==> config.mk <==
export PLATFORM = sky130hd
export DESIGN_NAME = demux_w_reg
export DESIGN_NICKNAME = d
export VERILOG_FILES = /design/src/rtl/demux_w_reg.sv
export SDC_FILE = /design/constraint.sdc
export NUM_CORES = 1
export LEC_CHECK = 0
export CAP_MARGIN = 10
export CORE_MARGIN = 1
export CORE_UTILIZATION = 40
export DETAILED_ROUTE_END_ITERATION = 7
export GPL_ROUTABILITY_DRIVEN = 0
export HOLD_SLACK_MARGIN = 0.1
export PLACE_DENSITY = 0.77
export SLEW_MARGIN = 10
export SYNTH_ARGS = -nofsm -noshare
export SYNTH_HDL_FRONTEND = slang
export SYNTH_SLANG_ARGS = --single-unit
==> constraint.sdc <==
create_clock -name clk -period 1.6 [get_ports clk]
set_clock_uncertainty 0.1 [all_clocks]
set_input_delay 0.16 -clock clk [delete_from_list [all_inputs] [get_ports clk]]
set_output_delay 0.16 -clock clk [all_outputs]
set_load 0.1 [all_outputs]
==> src/rtl/demux_w_reg.sv <==
// demux_w_reg: registered 1-to-4 demultiplexer with per-channel valid/ack holding registers.
//   Destination is in_sel (rr_mode=0) or an internal round-robin pointer (rr_mode=1).
//   Latency: an accepted word is visible on R[dest] with out_valid[dest]=1 right after the accepting edge.
//   Backpressure: in_ready drops while the destination holds an untaken word that is not acked this cycle.
//   In rr_mode a full channel at rr_ptr stalls all traffic (strict order, no skipping).
// Ports:
//   clk, rst                 clock, synchronous active-high reset
//   in_data/in_sel/in_valid  producer word, explicit destination, word present
//   in_ready                 combinational accept indication (no path from in_valid)
//   rr_mode                  1 = steer by rr_ptr, 0 = steer by in_sel
//   R0..R3, out_valid        holding registers and their untaken-word flags
//   out_ack                  per-channel take strobes from the consumers
//   rr_ptr                   current round-robin pointer
module demux_w_reg #(
  parameter int W = 1
) (
  input  logic         clk,
  input  logic         rst,
  input  logic [W-1:0] in_data,
  input  logic [1:0]   in_sel,
  input  logic         in_valid,
  output logic         in_ready,
  input  logic         rr_mode,
  output logic [W-1:0] R0,
  output logic [W-1:0] R1,
  output logic [W-1:0] R2,
  output logic [W-1:0] R3,
  output logic [3:0]   out_valid,
  input  logic [3:0]   out_ack,
  output logic [1:0]   rr_ptr
);

  logic [W-1:0] hold [4];
  logic [1:0]   dest;
  logic         accept;

  assign dest     = rr_mode ? rr_ptr : in_sel;
  // A full destination can still take a word when its consumer acks in the same cycle.
  assign in_ready = !out_valid[dest] || out_ack[dest];
  assign accept   = in_valid && in_ready;

  assign R0 = hold[0];
  assign R1 = hold[1];
  assign R2 = hold[2];
  assign R3 = hold[3];

  always_ff @(posedge clk) begin
    if (rst) begin
      for (int i = 0; i < 4; i++) begin
        hold[i] <= '0;
      end
      out_valid <= 4'b0000;
      rr_ptr    <= 2'd0;
    end else begin
      // Takes first; an accept to the same channel below overrides the clear.
      for (int i = 0; i < 4; i++) begin
        if (out_ack[i] && out_valid[i]) begin
          out_valid[i] <= 1'b0;
        end
      end
      if (accept) begin
        hold[dest]      <= in_data;
        out_valid[dest] <= 1'b1;
        if (rr_mode) begin
          rr_ptr <= rr_ptr + 2'd1;
        end
      end
    end
  end

endmodule

### Word-level counts from Yosys, hierarchy flattened

Memory sizes are Yosys's and may differ from the RTL's.
Cells that the tools add are included.

| storage, ports and cells | value |
|---|---|
| register bits | 6 |
| RAM bits | 4 |
| bits of input ports | 11 |
| output and inout bits | 11 |
| word-level logic and storage cells | 41 |
| memories | 1 |

| cells by class | value |
|---|---|
| $add $sub $neg | 1 |
| order comparisons | 2 |
| multiplexer cells | 24 |
| bitwise operators | 1 |
| reductions and logical operators | 10 |

Memories:

| memory | words | width | read ports | clocked after Yosys merged registers in | wr ports | line | RTL |
|---|---|---|---|---|---|---|---|
| hold | 4 | 1 | 4 | 0 | 4 | 33 | `logic [W-1:0] hold [4];` |

Operator list:

| cell | count |
|---|---|
| 1-bit two-way mux | 18 |
| 1-bit logical AND | 6 |
| 1-bit binary-select mux with 2-bit select | 2 |
| 2-bit two-way mux | 2 |
| 4-bit two-way mux | 1 |
| 4-bit bitwise OR | 1 |
| 2-bit by 3-bit less-than comparator with 1-bit output, second input constant | 1 |
| 2-bit by 1-bit adder with 2-bit output, second input constant | 1 |
| 1-bit demux with 2-bit select | 1 |
| 2-bit by 1-bit greater-or-equal comparator with 1-bit output, second input constant | 1 |
| 2-bit AND reduction | 1 |
| 1-bit zero test | 1 |
| 1-bit logical OR | 1 |
| 1-bit OR reduction | 1 |

### Depth between registers and ports, before layout

| logic depth | value |
|---|---|
| depth after elaboration | 11 |
| gate-level depth with buffers | 4 |
| gate-level depth less buffers | 3 |

### Worst setup path after synthesis

OpenSTA, ideal clock, no wires.

| timing | value |
|---|---|
| path type | register -> output |
| from | register rr_ptr[0] |
| to | output in_ready |
| arrival time | 2.323 ns |
| required time | 1.340 ns |
| slack | -0.983 ns |
| cell stages (with the launch flop) | 4 |
| buffers on the path | 0 |
| cells stage by stage | dfxtp_1 mux2i_2 mux4_2 inv_1 |

| between the ends | value |
|---|---|
| cells in the longest elaborated chain, start to end | 5 |
| elaborated cells between the ends (all ways) | 7 |
| classes of those cells | 5 x mux; 2 x reduce/logical |

RTL lines:

| what | line | RTL |
|---|---|---|
| start, declared | 30 | `output logic [1:0] rr_ptr` |
| start signal, assigned | 65 | `rr_ptr <= rr_ptr + 2'd1;` |
| 2-bit two-way mux * | 37 | `assign dest = rr_mode ? rr_ptr : in_sel;` |
| 1-bit binary-select mux with 2-bit select | 39 | `assign in_ready = !out_valid[dest] \|\| out_ack[dest];` |
| 1-bit two-way mux (implied by the code) | 39 |  |
| 1-bit zero test | 39 |  |
| 1-bit logical OR * | 39 |  |
| end, declared | 22 | `output logic in_ready,` |

Mark *: on every way between the ends. The rest lies on a longest branch, timed or not. The select of a mux whose other input is x is not followed.

### Worst setup path after layout

Ends and elaborated chain as after synthesis.

==> impl_metrics.env <==
export IMPL_outcome="finished with violations"
export IMPL_violations="negative setup slack"
export IMPL_grt_start_max_net_pins=9
export IMPL_hold_depth=2
export IMPL_yosysSeqAreaShare_pct=44.14
export IMPL_routedWlPerCell_um=15.17
export IMPL_vias=630
export IMPL_synth_ff_type="dfxtp_1"
export IMPL_final_nets=107
export IMPL_tritoncts="yes"
export IMPL_yosysTopAreaCell="dfxtp_1"
export IMPL_cp_required_ns=1.34
export IMPL_yosysWarnings=0
export IMPL_r2r_end="hold[0]"
export IMPL_rsz0062_at_grt="yes"
export IMPL_grt_pass1_wl_um=2594
export IMPL_synth_fp_nets=67
export IMPL_insertion_delay_ns=0.27
export IMPL_max_stage_delay_ns=0.57
export IMPL_path_cells="mux2i_4 -> mux4_2 -> clkinvlp_4 -> buf_12"
export IMPL_die_h_um=38.89
export IMPL_holdPathEnd="out_valid[1]"
export IMPL_p_leak_nw=0.4270
export IMPL_cts_hold_buf=0
export IMPL_synth_edf_count=4
export IMPL_ir_drop_uv=477.9
export IMPL_final_antenna_net_count=0
export IMPL_fmax_mhz=531.1
export IMPL_ys_top_cells_by_area="dfxtp_1 22%, edfxtp_1 22%, nand3_1 4.6%"
export IMPL_final_max_slew_violation_count=0
export IMPL_setup_slack_ns=-0.2828
export IMPL_fin_crit_ns=1.883
export IMPL_htreeDepth=1
export IMPL_drc=0
export IMPL_wl_um=1654
export IMPL_drtPass1Iterations=5
export IMPL_cts_root_buf="clkbuf_4"
export IMPL_critPathMaxFanout=2
export IMPL_path_clk_slew_ns=0.07
export IMPL_whs_ns=0.4503
export IMPL_min_from="out_valid[1]"
export IMPL_io_buffers=21
export IMPL_async_reset_ff_share_pct=0
export IMPL_critPathCaptureType="output port"
export IMPL_synth_most_common_cell="dfxtp_1"
export IMPL_setup_violations=1
export IMPL_dpl_hpwl_um=1203
export IMPL_cts_sinks=10
export IMPL_min_period_over_period_pct=117.7
export IMPL_ys_top_cells_by_count="6 x dfxtp_1, 5 x nand3_1"
export IMPL_arrival_ns=1.62
export IMPL_synthToLayoutAreaGrowth_pct=93.79
export IMPL_drtIter0Drc=49
export IMPL_synth_top_area_share_pct=22.07
export IMPL_ctsResizeCount=2
export IMPL_diodes=0
export IMPL_ios=22
export IMPL_hp_class="reg2reg"
export IMPL_hold_viol_final=0
export IMPL_tightest_slew_ns=0.2687
export IMPL_max_slew_margin_pct=81.57
export IMPL_post_cts_buffers=0
export IMPL_cts_buffers_inserted=3
export IMPL_syn_area_um2=544.3
export IMPL_crit_path_top_delay_cell="mux4_2"
export IMPL_dieWidth_um=38.89
export IMPL_antenna_found_initial=0
export IMPL_r2r_start="rr_ptr[0]"
export IMPL_vias_per_cell=5.780
export IMPL_fin_cells=109
export IMPL_gr_total_overflow=0
export IMPL_grt_pass1_vias=540
export IMPL_reg2reg_depth=4
export IMPL_start_util_pct=45.89
export IMPL_core_area_mm2=0.001186
export IMPL_drive_above_1_share_pct=46.32
export IMPL_grtUsageTotal_pct=26.24
export IMPL_synthCells=56
export IMPL_p_per_area_mw_per_mm2=741.8
export IMPL_dp_cells=105
export IMPL_maxCapViolations=0
export IMPL_ys_seq_elements=10
export IMPL_row_count=12
export IMPL_die_area_mm2=0.001512
export IMPL_criticalPathCategory="reg2out"
export IMPL_syn_avg_cell_area_um2=9.719
export IMPL_clockBufferDepth=2
export IMPL_synthDistinctLibCells=26
export IMPL_rrSetupSlack_ns=0.02
export IMPL_startpoint_type="flip-flop"
-- final cells by class --
class | instances | area, um^2
Inverter | 4 | 18.77
Timing Repair Buffer | 38 | 445.4
Clock inverter | 1 | 3.754
Tap cell | 14 | 17.52
Sequential cell | 10 | 262.8
Multi-Input combinational cell | 39 | 284.0
Fill cell | 53 | 131.4
Clock buffer | 3 | 22.52
-- state kept, by name, summed over array words and instances, names as in the netlist --
signal / cells
out_valid: 4
rr_ptr: 2
hold: 4
-- routing by layer --
metal	part of all wire [%]	wire [um]	GRT usage [%]	up-vias
met5	0	0	0	-
met4	4.4	73	10.34	0
met3	9.7	161	3.468	14
met2	47	778	42.08	59
met1	39	641	35.25	271
li1	-	-	-	286
-- kinds of logic (layout without fill, tap and decap cells) --
family / count (synthesis) / in the layout / synth area share [%]
AO/OA/AOI/OAI: 12 / 12 / 13.79
buffers and inverters: 7 / 46 / 6.206
flip-flops: 10 / 10 / 44.14
multiplexers: 6 / 6 / 14.48
AND/OR/NAND/NOR: 21 / 21 / 21.38
-- report_power, final --
group	switching (mW)	internal, mW
sequential	0.0137	0.275
combinational	0.176	0.131
clock	0.0965	0.0903
total	0.286	0.496
-- worst max-delay path: cells and delay by family, from the launching register on --
family,cells,cell delay [ns]
DFF,1,0.35
buffers and inverters,2,0.27
muxes,2,0.73
-- worst max-delay path by stage --
stage | start | to | cells after the start
6_report | rr_ptr[0] | in_ready | 4
3_3_place_gp | rr_mode | in_ready | 6
3_5_place_dp | rr_mode | in_ready | 6
2_1_floorplan | rr_ptr[0] | in_ready | 3
4_1_cts | rr_ptr[0] | in_ready | 4
5_1_grt | rr_ptr[0] | in_ready | 4
-- placed cells by master (no fill, tap or decap) --
cell              n
mux2_2            2
mux4_2            1
nor4_1            1
nor3b_1           1
edfxtp_1          4
inv_1             3
a211o_1           1
a32o_1            1
mux2i_4           1
a41o_1            1
mux2i_1           2
clkdlybuf4s50_1   8
nand2b_1          1
or2_2             1
clkbuf_4          3
dfxtp_4           6
clkinvlp_4        1
buf_12           11
a31oi_1           1
nor3_1            2
nor2_1            2
o21ai_0           4
nor3_2            1
nor2b_1           4
or3_1             1
nand3_1           5
clkinv_1          1
buf_4            17
nand3b_1          1
a21oi_1           4
dlygate4sd2_1     2
nand2_1           1
-- through the flow --
step	TNS, ns	total power, mW	util (%)	instance area, um^2	setup slack (ns)
CTS	-0.2782	0.7731	88.50	1050	-0.2782
floorplan	-0.2292	0.4588	-	579.3	-0.2292
global placement	-3.719	0.5924	86.50	1026	-0.4734
global route	-0.3189	0.8048	88.92	1055	-0.3189
finish	-0.2828	0.7824	88.92	1055	-0.2828
detailed placement	-4.276	0.5972	86.50	1026	-0.4875
Note: power is estimated with default switching activity, not from simulation.
